===== src/rtl/uart_wb_host_if.sv =====
`default_nettype none
// ============================================================================
// Module   : uart_wb_host_if
// Brief    : 8-bit Wishbone classic bus between uart_wb_host and uart_top.
// Revision : 1.0 - initial release
// ============================================================================
interface uart_wb_host_if;
    logic [2:0] wb_adr_o;
    logic [7:0] wb_dat_o;
    logic [7:0] wb_dat_i;
    logic       wb_we_o;
    logic       wb_stb_o;
    logic       wb_cyc_o;
    logic [3:0] wb_sel_o;
    logic       wb_ack_i;

    modport master (
        output wb_adr_o, wb_dat_o, wb_we_o, wb_stb_o, wb_cyc_o, wb_sel_o,
        input  wb_dat_i, wb_ack_i
    );

    modport slave (
        input  wb_adr_o, wb_dat_o, wb_we_o, wb_stb_o, wb_cyc_o, wb_sel_o,
        output wb_dat_i, wb_ack_i
    );
endinterface
`default_nettype wire


===== src/rtl/uart_wb_host.sv =====
`default_nettype none
// ============================================================================
// Module   : uart_wb_host
// Brief    : Wishbone initiator that initialises a 16550 UART, then moves
//            TX/RX bytes by polling LSR.
// Revision : 1.0 - initial release
// ============================================================================
module uart_wb_host #(
    parameter logic [15:0] DIVISOR     = 16'd27,
    parameter logic [7:0]  LCR_VALUE   = 8'h03,
    parameter logic [7:0]  FCR_VALUE   = 8'h07,
    parameter int          ACK_TIMEOUT = 16
) (
    input  logic                  wb_clk_i,
    input  logic                  wb_rst_i,
    uart_wb_host_if.master        wb,
    input  logic [7:0]            tx_data,
    input  logic                  tx_valid,
    output logic                  tx_ready,
    output logic [7:0]            rx_data,
    output logic                  rx_valid,
    output logic                  init_done,
    output logic                  timeout_err
);

    localparam logic [3:0] c_INIT_LCR_DLAB = 4'd0;
    localparam logic [3:0] c_INIT_DLL      = 4'd1;
    localparam logic [3:0] c_INIT_DLM      = 4'd2;
    localparam logic [3:0] c_INIT_LCR      = 4'd3;
    localparam logic [3:0] c_INIT_FCR      = 4'd4;
    localparam logic [3:0] c_INIT_IER      = 4'd5;
    localparam logic [3:0] c_POLL          = 4'd6;
    localparam logic [3:0] c_RD_RBR        = 4'd7;
    localparam logic [3:0] c_WR_THR        = 4'd8;

    localparam logic [7:0] c_TIMER_LAST    = 8'(ACK_TIMEOUT - 1);

    logic [3:0] r_state;
    logic       r_stb;
    logic [2:0] r_adr;
    logic [7:0] r_dat;
    logic       r_we;
    logic [7:0] r_timer;
    logic [7:0] r_tx_byte;
    logic       r_tx_ready;
    logic [7:0] r_rx_data;
    logic       r_rx_valid;
    logic       r_init_done;
    logic       r_timeout_err;

    logic [2:0] w_adr;
    logic [7:0] w_dat;
    logic       w_we;
    logic [3:0] w_next;
    logic       w_finish;

    // Access descriptor for the state being entered on the next launch.
    always_comb begin
        w_adr = 3'd5;
        w_dat = 8'h00;
        w_we  = 1'b0;
        case (r_state)
            c_INIT_LCR_DLAB: begin w_adr = 3'd3; w_dat = LCR_VALUE | 8'h80;  w_we = 1'b1; end
            c_INIT_DLL:      begin w_adr = 3'd0; w_dat = DIVISOR[7:0];       w_we = 1'b1; end
            c_INIT_DLM:      begin w_adr = 3'd1; w_dat = DIVISOR[15:8];      w_we = 1'b1; end
            c_INIT_LCR:      begin w_adr = 3'd3; w_dat = LCR_VALUE & 8'h7F;  w_we = 1'b1; end
            c_INIT_FCR:      begin w_adr = 3'd2; w_dat = FCR_VALUE;          w_we = 1'b1; end
            c_INIT_IER:      begin w_adr = 3'd1; w_dat = 8'h00;              w_we = 1'b1; end
            c_RD_RBR:        begin w_adr = 3'd0; end
            c_WR_THR:        begin w_adr = 3'd0; w_dat = r_tx_byte;          w_we = 1'b1; end
            default:         begin w_adr = 3'd5; end
        endcase
    end

    // Ack beats timeout; an aborted LSR poll simply polls again.
    always_comb begin
        w_finish = r_stb && (wb.wb_ack_i || (r_timer == c_TIMER_LAST));
        w_next   = c_POLL;
        if (r_state <= c_INIT_IER) begin
            w_next = r_state + 4'd1;
        end else if (r_state == c_POLL && wb.wb_ack_i) begin
            if (wb.wb_dat_i[0]) begin
                w_next = c_RD_RBR;
            end else if (wb.wb_dat_i[5] && tx_valid) begin
                w_next = c_WR_THR;
            end
        end
    end

    always_ff @(posedge wb_clk_i) begin
        if (wb_rst_i) begin
            r_state       <= c_INIT_LCR_DLAB;
            r_stb         <= 1'b0;
            r_adr         <= 3'd0;
            r_dat         <= 8'h00;
            r_we          <= 1'b0;
            r_timer       <= 8'd0;
            r_tx_byte     <= 8'h00;
            r_tx_ready    <= 1'b0;
            r_rx_data     <= 8'h00;
            r_rx_valid    <= 1'b0;
            r_init_done   <= 1'b0;
            r_timeout_err <= 1'b0;
        end else begin
            r_tx_ready <= 1'b0;
            r_rx_valid <= 1'b0;
            if (!r_stb) begin
                r_stb   <= 1'b1;
                r_adr   <= w_adr;
                r_dat   <= w_dat;
                r_we    <= w_we;
                r_timer <= 8'd0;
            end else if (w_finish) begin
                r_stb   <= 1'b0;
                r_state <= w_next;
                if (r_state == c_INIT_IER) begin
                    r_init_done <= 1'b1;
                end
                if (wb.wb_ack_i) begin
                    if (r_state == c_RD_RBR) begin
                        r_rx_data  <= wb.wb_dat_i;
                        r_rx_valid <= 1'b1;
                    end
                    if (r_state == c_WR_THR) begin
                        r_tx_ready <= 1'b1;
                    end
                end else begin
                    r_timeout_err <= 1'b1;
                end
                // The TX byte is frozen here so a misbehaving source cannot change it mid-write.
                if (w_next == c_WR_THR) begin
                    r_tx_byte <= tx_data;
                end
            end else begin
                r_timer <= r_timer + 8'd1;
            end
        end
    end

    assign wb.wb_adr_o = r_adr;
    assign wb.wb_dat_o = r_dat;
    assign wb.wb_we_o  = r_we;
    assign wb.wb_stb_o = r_stb;
    assign wb.wb_cyc_o = r_stb;
    assign wb.wb_sel_o = 4'b0001;

    assign tx_ready    = r_tx_ready;
    assign rx_data     = r_rx_data;
    assign rx_valid    = r_rx_valid;
    assign init_done   = r_init_done;
    assign timeout_err = r_timeout_err;

endmodule
`default_nettype wire


===== src/flat_wrapper.sv =====
// flat-port wrapper written by rule: the top's interface ports become plain ports
module uart_wb_host_flat 
#(
    parameter logic [15:0] DIVISOR     = 16'd27,
    parameter logic [7:0]  LCR_VALUE   = 8'h03,
    parameter logic [7:0]  FCR_VALUE   = 8'h07,
    parameter int          ACK_TIMEOUT = 16
)
  (wb_clk_i, wb_rst_i, tx_data, tx_valid, tx_ready, rx_data, rx_valid, init_done, timeout_err, wb_wb_adr_o, wb_wb_dat_o, wb_wb_we_o, wb_wb_stb_o, wb_wb_cyc_o, wb_wb_sel_o, wb_wb_dat_i, wb_wb_ack_i);
  uart_wb_host_if wb_i ();
  input  logic wb_clk_i;
  input  logic wb_rst_i;
  input  logic [7:0] tx_data;
  input  logic tx_valid;
  output logic tx_ready;
  output logic [7:0] rx_data;
  output logic rx_valid;
  output logic init_done;
  output logic timeout_err;
  output wire logic [$bits(wb_i.wb_adr_o)-1:0] wb_wb_adr_o;
  output wire logic [$bits(wb_i.wb_dat_o)-1:0] wb_wb_dat_o;
  output wire logic [$bits(wb_i.wb_we_o)-1:0] wb_wb_we_o;
  output wire logic [$bits(wb_i.wb_stb_o)-1:0] wb_wb_stb_o;
  output wire logic [$bits(wb_i.wb_cyc_o)-1:0] wb_wb_cyc_o;
  output wire logic [$bits(wb_i.wb_sel_o)-1:0] wb_wb_sel_o;
  input wire logic [$bits(wb_i.wb_dat_i)-1:0] wb_wb_dat_i;
  input wire logic [$bits(wb_i.wb_ack_i)-1:0] wb_wb_ack_i;
  assign wb_wb_adr_o = wb_i.wb_adr_o;
  assign wb_wb_dat_o = wb_i.wb_dat_o;
  assign wb_wb_we_o = wb_i.wb_we_o;
  assign wb_wb_stb_o = wb_i.wb_stb_o;
  assign wb_wb_cyc_o = wb_i.wb_cyc_o;
  assign wb_wb_sel_o = wb_i.wb_sel_o;
  assign wb_i.wb_dat_i = wb_wb_dat_i;
  assign wb_i.wb_ack_i = wb_wb_ack_i;
  uart_wb_host #(.DIVISOR(DIVISOR), .LCR_VALUE(LCR_VALUE), .FCR_VALUE(FCR_VALUE), .ACK_TIMEOUT(ACK_TIMEOUT)) u_core (.wb_clk_i(wb_clk_i), .wb_rst_i(wb_rst_i), .wb(wb_i), .tx_data(tx_data), .tx_valid(tx_valid), .tx_ready(tx_ready), .rx_data(rx_data), .rx_valid(rx_valid), .init_done(init_done), .timeout_err(timeout_err));
endmodule

===== config.mk =====
export PLATFORM = sky130hd
export DESIGN_NAME = uart_wb_host_flat
export DESIGN_NICKNAME = d
export VERILOG_FILES = /design/src/rtl/uart_wb_host_if.sv /design/src/rtl/uart_wb_host.sv /design/src/flat_wrapper.sv
export SDC_FILE = /design/constraint.sdc
export NUM_CORES = 1
export LEC_CHECK = 0
export BUFFER_PORTS_ARGS = -buffer_cell sky130_fd_sc_hd__buf_2
export CORE_MARGIN = 1.5
export CORE_UTILIZATION = 35
export CTS_CLUSTER_SIZE = 30
export DETAILED_ROUTE_END_ITERATION = 16
export PLACE_DENSITY = 0.62
export SLEW_MARGIN = 20
export SYNTH_ARGS = -nofsm -noshare
export SYNTH_HDL_FRONTEND = slang
export SYNTH_SLANG_ARGS = --single-unit

===== constraint.sdc =====
create_clock -name wb_clk_i -period 1.9 [get_ports wb_clk_i]
set_input_delay 0.095 -clock wb_clk_i [delete_from_list [all_inputs] [get_ports wb_clk_i]]
set_output_delay 0.095 -clock wb_clk_i [all_outputs]
set_load 0.02 [all_outputs]

==> metrics.txt, run 1 <==
vias per inst 5.12; I/O pins 50; Synth Area in XOR/XNOR 1.23%; largest area contributor in the netlist dfxtp_1; Design Area, Final 2580 um2; post-synth cell types 51; Setup CP Type reg -> reg; Cells after Synth 237; fraction of layout cells with a size suffix above 1 27.0%; core footprint 5890 um2; most frequent cells in the layout buf_2 (45), dfxtp_1 (44), nand2_1 (33); Hold Crit Endpoint u_core.rx_data[6]; reg-to-reg critical path endpoint u_core.r_state[3]; Comb pwr share 12.4%; top_reg_cell synth dfxtp_1; Die H 81.1 um; Worst setup SP type register; post-synthesis mux area share 7.98%; pre-CTS setup slack 0.0636 ns; max capacitance violation total 0; post-synth top area share 42.3%; adder-cell area share of the yosys netlist 2.93%; TritonCTS clock tree done; Post-DP HPWL 3360 um; DRC viols 0; synthesized area 2130 um2; initial antenna violation count 0; Core Rows 28; EDFF count, synth 0; Die Area 6570 um2; CTS Buf Count 5; clk root buf clkbuf_8; drt first-iter violations 124; CP required 2.09 ns; sequential cell area fraction in the yosys report 42.3%; Final Hold Fails 0; Leak 0.00110 uW; vias in the first global route 1672; first-pass GRT wire length 7710 um; NetSw 487 uW; Reg clk slew, reported paths 0.08 ns; DR WL met3 154 um; Final Core Density 43.9%; Clock Latency Late Sink 0.29 ns; final slew viol count 0; Sinks on Clock Net 45; async set-or-reset flop fraction in the synthesized netlist 0%; post-route clock period utilization 95.0%; largest net degree at the start of global routing 31; Area Growth Syn to Fin 21.2%; Hold Path Stages 3; Die X-Extent 81.1 um; flop-to-flop setup slack 0.09 ns; Peak supply drop 0.387 mV; H-tree lvl count 2; Setup crit end kind register; global-route usage over all layers 15.1%; syn_area_per_cell 9.00 um2; drt first pass iters 4; commonest non-fill, non-tap cell in the layout buf_2; number of hold buffers added after cts 0; reg2reg start u_core.r_timer[4]; simple-gate share of the synthesized area 19.5%; total length of routed wires 4820 um; Hold Crit Class in -> reg; final setup violation count 0; skew final 0.00796 ns; Ant. Diodes 0; Final ANT Viol Nets 0; Flop pwr share 52.5%; via count 1842; Reg2Reg Depth 5; minimum clock period 1.81 ns; Max FO, Critical Path 7; Met2 Routed Length 2300 um; Metal-1 WL 2270 um; sw frac 26.1%; Final Wtd Congestion 0.772; Top Metal Used met4; hold_sp wb_wb_dat_i[6]; Routed WL per cell 13.4 um; Placed Instance Area 2470 um2; GRT Residual Overflow 0; Power Density 723 nW/um2; complex-gate fraction of the synthesized area 18.2%; yosys synthesis warning count 0; Worst Setup Slack, final 0.0947 ns; CP arrival 2.00 ns; fmax 554 MHz; flops & latches, synth 45; setup bufs post-CTS 0; NumNets Final 309; Clk pwr share 35.0%; # port buffers 45; status complete, no violations; top cells by area, synth dfxtp_1 (42%), mux2i_1 (8.0%), nand2_1 (5.8%); post-cts sizing count 0; effective utilization at floorplan 36.2%; clock buffer depth 2; largest family of logic cells by synthesized area simple AND/OR/NAND/NOR gates; internal cell power 1380 uW
## worst max-delay path by stage
stage	cells after the start	start	end	slack, ns
6_report	5	u_core.r_timer[4]	u_core.r_state[3]	0.09
5_1_grt	6	u_core.r_state[1]	u_core.r_tx_byte[5]	-0.01
4_1_cts	7	u_core.r_state[0]	u_core.r_state[1]	0.03
3_5_place_dp	7	u_core.r_state[0]	u_core.r_state[1]	0.06
3_3_place_gp	7	u_core.r_state[0]	u_core.r_state[1]	0.14
2_1_floorplan	7	u_core.r_state[0]	u_core.r_tx_byte[0]	0.15
## registers in the layout, summed over array words and instances (netlist names), 3 cells and up
signal,cells
u_core.rx_data,8
u_core.r_timer,8
u_core.r_tx_byte,8
u_core.wb.wb_adr_o,3
u_core.r_state,4
u_core.wb.wb_dat_o,8
## power by group through the flow
stage / Sequential, uW / Clock [uW] / Combinational (uW)
floorplan: 1030 / 0 / 130
global placement: 1000 / 0 / 230
detailed placement: 1000 / 0 / 231
CTS: 982 / 669 / 232
global route: 986 / 711 / 254
finish: 981 / 655 / 232
## kinds of logic (layout without fill, tap and decap cells)
| family | count (synthesis) | in the layout |
|---|---|---|
| other | 2 | 4 |
| muxes | 17 | 17 |
| AOI/OAI and AO/OA | 48 | 48 |
| DFF | 45 | 45 |
| xor gates and xnor gates | 3 | 3 |
| buffers and inverters | 33 | 79 |
| and+or+nand+nor | 84 | 84 |
| adders and majority gates | 5 | 5 |
## cell type report
| cell class | instances | area (um2) |
|---|---|---|
| Multi-Input combinational cell | 161 | 1090 |
| Tap cell | 75 | 93.8 |
| Clock inverter | 1 | 5.00 |
| Inverter | 12 | 45.0 |
| Fill cell | 588 | 3300 |
| Sequential cell | 45 | 902 |
| Clock buffer | 7 | 96.3 |
| Timing Repair Buffer | 59 | 355 |
## per-layer routing
layer | track usage, % | vias to the layer above
li1 | - | 926
met1 | 19.8 | 872
met2 | 23.8 | 34
met3 | 3.26 | 10
met4 | 6.90 | 0
met5 | 0 | -
## cell usage after synthesis, types with 4 or more instances
master / n
a2111o_1: 4
a21oi_1: 11
a221oi_1: 5
buf_4: 5
clkbuf_1: 10
dfxtp_1: 45
ha_1: 5
inv_1: 10
mux2i_1: 17
nand2_1: 33
nor2_1: 24
o2111ai_1: 5
## per-stage QoR
step | setup TNS [ns] | instances | power [uW] | hold slack [ns]
floorplan | 0 | 239 | 1160 | 0.237
global placement | 0 | 352 | 1230 | 0.332
detailed placement | 0 | 352 | 1230 | 0.342
CTS | 0 | 360 | 1880 | 0.0304
global route | -0.0136 | 360 | 1950 | 0.0394
finish | 0 | 360 | 1870 | 0.0323
## worst max-delay path, cell delays in order (launching register included)
cell	delay, ns
dfxtp_1	0.36
or4_4	0.54
o21ai_4	0.23
buf_4	0.17
a41oi_1	0.13
a211oi_1	0.29
Power figures use the tool's default switching activity.
==> run 2, diff against run 1 <==
--- a/config.mk
+++ b/config.mk
@@ -8,6 +8,7 @@
 export BUFFER_PORTS_ARGS = -buffer_cell sky130_fd_sc_hd__buf_2
 export CORE_MARGIN = 1.5
 export CORE_UTILIZATION = 35
+export CTS_BUF_LIST = sky130_fd_sc_hd__clkbuf_16
 export CTS_CLUSTER_SIZE = 30
 export DETAILED_ROUTE_END_ITERATION = 16
 export PLACE_DENSITY = 0.62
==> run 2 against run 1 <==
Net effect:
- final cell count stayed put
- via count is 1.4% lower
- core utilization is 0.62 points higher
- global-route usage is 0.14 points higher
- flip-flop and latch count stayed put
- worst setup slack better by 0.017 ns
- wire length is 0.93% lower
- non-clock buffer count stayed put
- critical endpoint unchanged
- critical path depth stayed put
- clock skew is 0.0039 ns lower
- clock power is 25% higher
- critical path type unchanged
- sequential power hardly changed
==> metrics.txt, run 2 (synthesis gave the netlist of run 1 again) <==
Final ANT Viol Nets 0 (unchanged); Max FO, Critical Path 7 (unchanged); reg2reg start u_core.r_timer[4] (unchanged); initial antenna violation count 0 (unchanged); setup bufs post-CTS 0 (unchanged); effective utilization at floorplan 36.2% (unchanged); Leak 0.00112 uW (was 0.00110 uW); most frequent cells in the layout buf_2 (45), dfxtp_1 (44), nand2_1 (33) (unchanged); register area 902 um2 (unchanged); Setup CP Type reg -> reg (unchanged); post-cts sizing count 0 (unchanged); via count 1816 (was 1842); first-pass GRT wire length 7710 um (unchanged); CP arrival 1.97 ns (was 2.00 ns); RSZ-0062 raised after global routing false; Die X-Extent 81.1 um (unchanged); area of the multi-input gates 1090 um2 (unchanged); GRT Residual Overflow 0 (unchanged); Routed WL per cell 13.3 um (was 13.4 um); vias in the first global route 1668 (was 1672); final setup violation count 0 (unchanged); Core Rows 28 (unchanged); CP required 2.08 ns (was 2.09 ns); Final Wtd Congestion 0.772 (unchanged); max capacitance violation total 0 (unchanged); Flop pwr share 48.4% (was 52.5%); hold_sp wb_wb_dat_i[6] (unchanged); Setup TNS 0 ns (unchanged); # port buffers 45 (unchanged); vias per inst 5.04 (was 5.12); minimum clock period 1.79 ns (was 1.81 ns); dpl cells 352 (unchanged); Sinks on Clock Net 45 (unchanged); status complete, no violations (unchanged); Worst setup SP type register (unchanged); commonest non-fill, non-tap cell in the layout buf_2 (unchanged); drt first-iter violations 120 (was 124); sw frac 24.8% (was 26.1%); NumNets Final 309 (unchanged); DRC viols 0 (unchanged); Ant. Diodes 0 (unchanged); Die Area 6570 um2 (unchanged); fin cells 360 (unchanged); Pwr Total 2030 uW (was 1870 uW); clk root buf clkbuf_16 (was clkbuf_8); NetSw 503 uW (was 487 uW); skew final 0.00410 ns (was 0.00796 ns); number of hold buffers added after cts 0 (unchanged); Area Growth Syn to Fin 22.9% (was 21.2%); fmax 559 MHz (was 554 MHz); largest net degree at the start of global routing 31 (unchanged); flop-to-flop setup slack 0.11 ns (was 0.09 ns); post-route clock period utilization 94.1% (was 95.0%); I/O pins 50 (unchanged); Hold Crit Class in -> reg (unchanged); Peak supply drop 0.338 mV (was 0.387 mV); clock buffer depth 2 (unchanged); Setup crit end kind register (unchanged); fill count 583 (was 588); final slew viol count 0 (unchanged); Clk pwr share 40.2% (was 35.0%); core footprint 5890 um2 (unchanged); Reg clk slew, reported paths 0.06 ns (was 0.08 ns); fraction of layout cells with a size suffix above 1 26.3% (was 27.0%); drt first pass iters 4 (unchanged); Clock Latency Late Sink 0.28 ns (was 0.29 ns); CTS Buf Count 5 (unchanged); CP startpoint u_core.r_timer[4] (unchanged); Die H 81.1 um (unchanged); TritonCTS clock tree done (unchanged); Comb pwr share 11.4% (was 12.4%); H-tree lvl count 2 (unchanged); Power Density 775 nW/um2 (was 723 nW/um2); global-route usage over all layers 15.3% (was 15.1%); Post-DP HPWL 3360 um (unchanged); Final Hold Fails 0 (unchanged); total length of routed wires 4780 um (was 4820 um); internal cell power 1530 uW (was 1380 uW)
[run 2: cell types whose count changed in the layout (fill, tap and decap cells not counted), sizes merged]
cell    change
clkinv      +2
clkbuf      -2
[run 2: area by class of cell]
| cell class | instances | area share [%] |
|---|---|---|
| inverter | 12 | 1.72 |
| timing repair buffer | 59 | 13.6 |
| multi-input combinational | 161 | 41.5 |
| clock buffer | 5 | 4.77 |
| tap | 75 | 3.58 |
| clock inverter | 3 | 0.477 |
| sequential | 45 | 34.4 |
[run 2: power groups by stage]
stage / logic [uW] / registers, uW / clock network, uW
6_report: 232 / 983 / 817
5_1_grt: 254 / 986 / 884
4_1_cts: 232 / 983 / 839
3_5_place_dp: 231 / 1000 / 0
3_3_place_gp: 230 / 1000 / 0
2_1_floorplan: 130 / 1030 / 0
[run 2: routing by layer]
layer	global-route usage (%)	vias up	routed length, um	part of all wire [%]
met3	3.37	8	158	3.3
met1	20.4	845	2280	48
met4	6.72	0	92	1.9
met5	0	-	0	0
met2	23.6	32	2240	47
li1	-	931	-	-
[run 2: final timing paths]
path                               to  cells past startpoint
hold reg to reg   u_core.r_tx_byte[2]                      2
hold / removal      u_core.rx_data[6]                      3
setup reg to reg    u_core.r_state[3]                      5
setup / recovery    u_core.r_state[3]                      5
[run 2: metrics by stage]
step                area [um2]  hold slack [ns]  setup slack, ns  utilization [%]
floorplan                 2140            0.237            0.155                -
global placement          2470            0.332            0.142             42.0
detailed placement        2470            0.342           0.0636             42.0
CTS                       2610           0.0481           0.0333             44.4
global route              2620           0.0581          0.00424             44.5
finish                    2620           0.0497            0.112             44.5
[run 2: worst max-delay path, cell delays in order, from the launching register on]
cell and delay (ns):
dfxtp_1 0.34, or4_4 0.53, o21ai_4 0.23, buf_4 0.17, a41oi_1 0.13, a211oi_1 0.28
==> run 3, diff against run 2 <==
--- a/config.mk
+++ b/config.mk
@@ -7,12 +7,13 @@
 export LEC_CHECK = 0
 export BUFFER_PORTS_ARGS = -buffer_cell sky130_fd_sc_hd__buf_2
 export CORE_MARGIN = 1.5
-export CORE_UTILIZATION = 35
+export CORE_UTILIZATION = 53
 export CTS_BUF_LIST = sky130_fd_sc_hd__clkbuf_16
 export CTS_CLUSTER_SIZE = 30
 export DETAILED_ROUTE_END_ITERATION = 16
-export PLACE_DENSITY = 0.62
-export SLEW_MARGIN = 20
+export PLACE_DENSITY = 0.85
+export REMOVE_ABC_BUFFERS = 1
+export SLEW_MARGIN = 0
 export SYNTH_ARGS = -nofsm -noshare
 export SYNTH_HDL_FRONTEND = slang
 export SYNTH_SLANG_ARGS = --single-unit
==> run 3 against run 2 <==
Net effect:
- first-iteration DRC count grew 91%
- sequential share of layout area is 0.74 points higher
- design area is 2.0% lower
==> metrics.txt, run 3 (synthesis gave the netlist of run 1 again) <==
status complete, no violations (unchanged); minimum clock period 1.81 ns (was 1.79 ns); Die H 66.4 um (was 81.1 um); Final Wtd Congestion 0.854 (was 0.772); flop-to-flop setup slack 0.09 ns (was 0.11 ns); Worst setup SP type register (unchanged); Sinks on Clock Net 45 (unchanged); skew final 0.00320 ns (was 0.00410 ns); I/O pins 50 (unchanged); Hold Crit Endpoint u_core.rx_data[2] (was u_core.rx_data[6]); reg2reg start u_core.r_timer[4] (unchanged); final slew viol count 0 (unchanged); core footprint 3770 um2 (was 5890 um2); Area Growth Syn to Fin 20.5% (was 22.9%); drt first-iter violations 229 (was 120); max capacitance violation total 0 (unchanged); clock buffer depth 2 (unchanged); effective utilization at floorplan 56.5% (was 36.2%); Post-DP HPWL 3340 um (was 3360 um); NumNets Final 308 (was 309); Hold Crit Class in -> reg (unchanged); Final Core Density 68.1% (was 44.5%); Reg clk slew, reported paths 0.06 ns (about the same); RSZ-0062 raised after global routing true (was false); reg-to-reg critical path endpoint u_core.r_tx_byte[5] (was u_core.r_state[3]); Final ANT Viol Nets 0 (unchanged); CTS Buf Count 5 (unchanged); Max FO, Critical Path 9 (was 7); Leak 0.00111 uW (was 0.00112 uW); fmax 552 MHz (was 559 MHz); fin cells 331 (was 360); register area 903 um2 (was 902 um2); Core Rows 22 (was 28); GRT Residual Overflow 0 (unchanged); post-route clock period utilization 95.3% (was 94.1%); Die X-Extent 66.4 um (was 81.1 um); Design Area, Final 2570 um2 (was 2620 um2); via count 1868 (was 1816); global-route usage over all layers 23.3% (was 15.3%); CP required 2.10 ns (was 2.08 ns); measured slew at the worst slew-check pin 0.468 ns; final setup violation count 0 (unchanged); Die Area 4410 um2 (was 6570 um2); # port buffers 45 (unchanged); most frequent cells in the layout buf_2 (45), dfxtp_1 (43), nand2_1 (33) (was buf_2 (45), dfxtp_1 (44), nand2_1 (33)); largest net degree at the start of global routing 24 (was 31); Final Hold Fails 0 (unchanged); area of the multi-input gates 1090 um2 (about the same); fraction of layout cells with a size suffix above 1 26.1% (was 26.3%); TritonCTS clock tree done (unchanged); DRC viols 0 (unchanged); dpl cells 322 (was 352); commonest non-fill, non-tap cell in the layout buf_2 (unchanged); Setup crit end kind register (unchanged); Setup CP Type reg -> reg (unchanged); vias in the first global route 1773 (was 1668); first-pass GRT wire length 7900 um (was 7710 um); H-tree lvl count 2 (unchanged); Pwr Total 2010 uW (was 2030 uW); fill count 301 (was 583); Clock Latency Late Sink 0.28 ns (about the same); Setup TNS 0 ns (unchanged); Ant. Diodes 0 (unchanged); Hold Path Stages 3 (unchanged); drt first pass iters 4 (unchanged); Reg2Reg Depth 5 (unchanged); Power Density 783 nW/um2 (was 775 nW/um2); vias per inst 5.64 (was 5.04); Routed WL per cell 14.9 um (was 13.3 um); initial antenna violation count 0 (unchanged); clk root buf clkbuf_16 (unchanged); hold_sp wb_wb_dat_i[2] (was wb_wb_dat_i[6]); Worst slew margin 68.0%; Peak supply drop 0.454 mV (was 0.338 mV); total length of routed wires 4940 um (was 4780 um); CP arrival 2.01 ns (was 1.97 ns); Placed Instance Area 2400 um2 (was 2470 um2)
==> run 3: changes by cell type in the layout (fill, tap and decap cells not counted), sizes merged <==
cell,before,now
inv,12,13
clkinv,3,1
buf,59,58
==> run 3: final cells by class <==
class                   instances  area share, %
repair buffers                 58           13.0
clock buffers                   5           4.87
flip-flops and latches         45           35.2
clock inverters                 2          0.292
well taps                      48           2.34
inverters                      12           1.75
multi-input cells             161           42.6
==> run 3: worst max-delay path: stages, from the launching register on <==
cell and delay, ns:
dfxtp_1 0.34, or4_4 0.53, o21ai_4 0.28, o211a_1 0.25
buf_12 0.14, mux2i_1 0.19
==> run 3: worst max-delay path by stage <==
stage / from / endpoint / slack, ns
after floorplan: u_core.wb.wb_cyc_o / u_core.rx_data[0] / -0.35
final: u_core.r_timer[4] / u_core.r_tx_byte[5] / 0.09
after global routing: u_core.r_timer[4] / u_core.r_tx_byte[4] / -0.01
after detailed placement: u_core.r_state[0] / u_core.r_tx_byte[5] / 0.03
after CTS: u_core.r_state[0] / u_core.r_tx_byte[5] / 0.01
after global placement: u_core.r_state[0] / u_core.r_tx_byte[4] / 0.18
==> run 3: what timing repair did <==
| action | 4_1_cts | 5_1_grt |
|---|---|---|
| hold buffers | 0 | 0 |
| buffers inserted | 0 | 2 |
| setup endpoints to repair | 0 | 11 |
| resized for setup | 0 | 5 |
==> run 3: metrics by stage <==
step / hold WS, ns / setup slack [ns]
2_1_floorplan: 0.160 / -0.353
5_1_grt: 0.0692 / -0.0128
4_1_cts: 0.0579 / 0.0116
3_3_place_gp: 0.328 / 0.181
6_report: 0.0541 / 0.0895
3_5_place_dp: 0.344 / 0.0304
==> run 3: power breakdown <==
group / internal [uW] / switching, uW
combinational: 83.5 / 148
sequential: 969 / 17.5
clock: 470 / 325
==> run 3: routing by layer <==
layer	vias up	GRT usage, %	part of all wire [%]
met5	-	0	0
met4	0	7.65	1.7
met3	8	4.60	4.2
met2	55	39.6	50
met1	881	29.4	44
li1	924	-	-
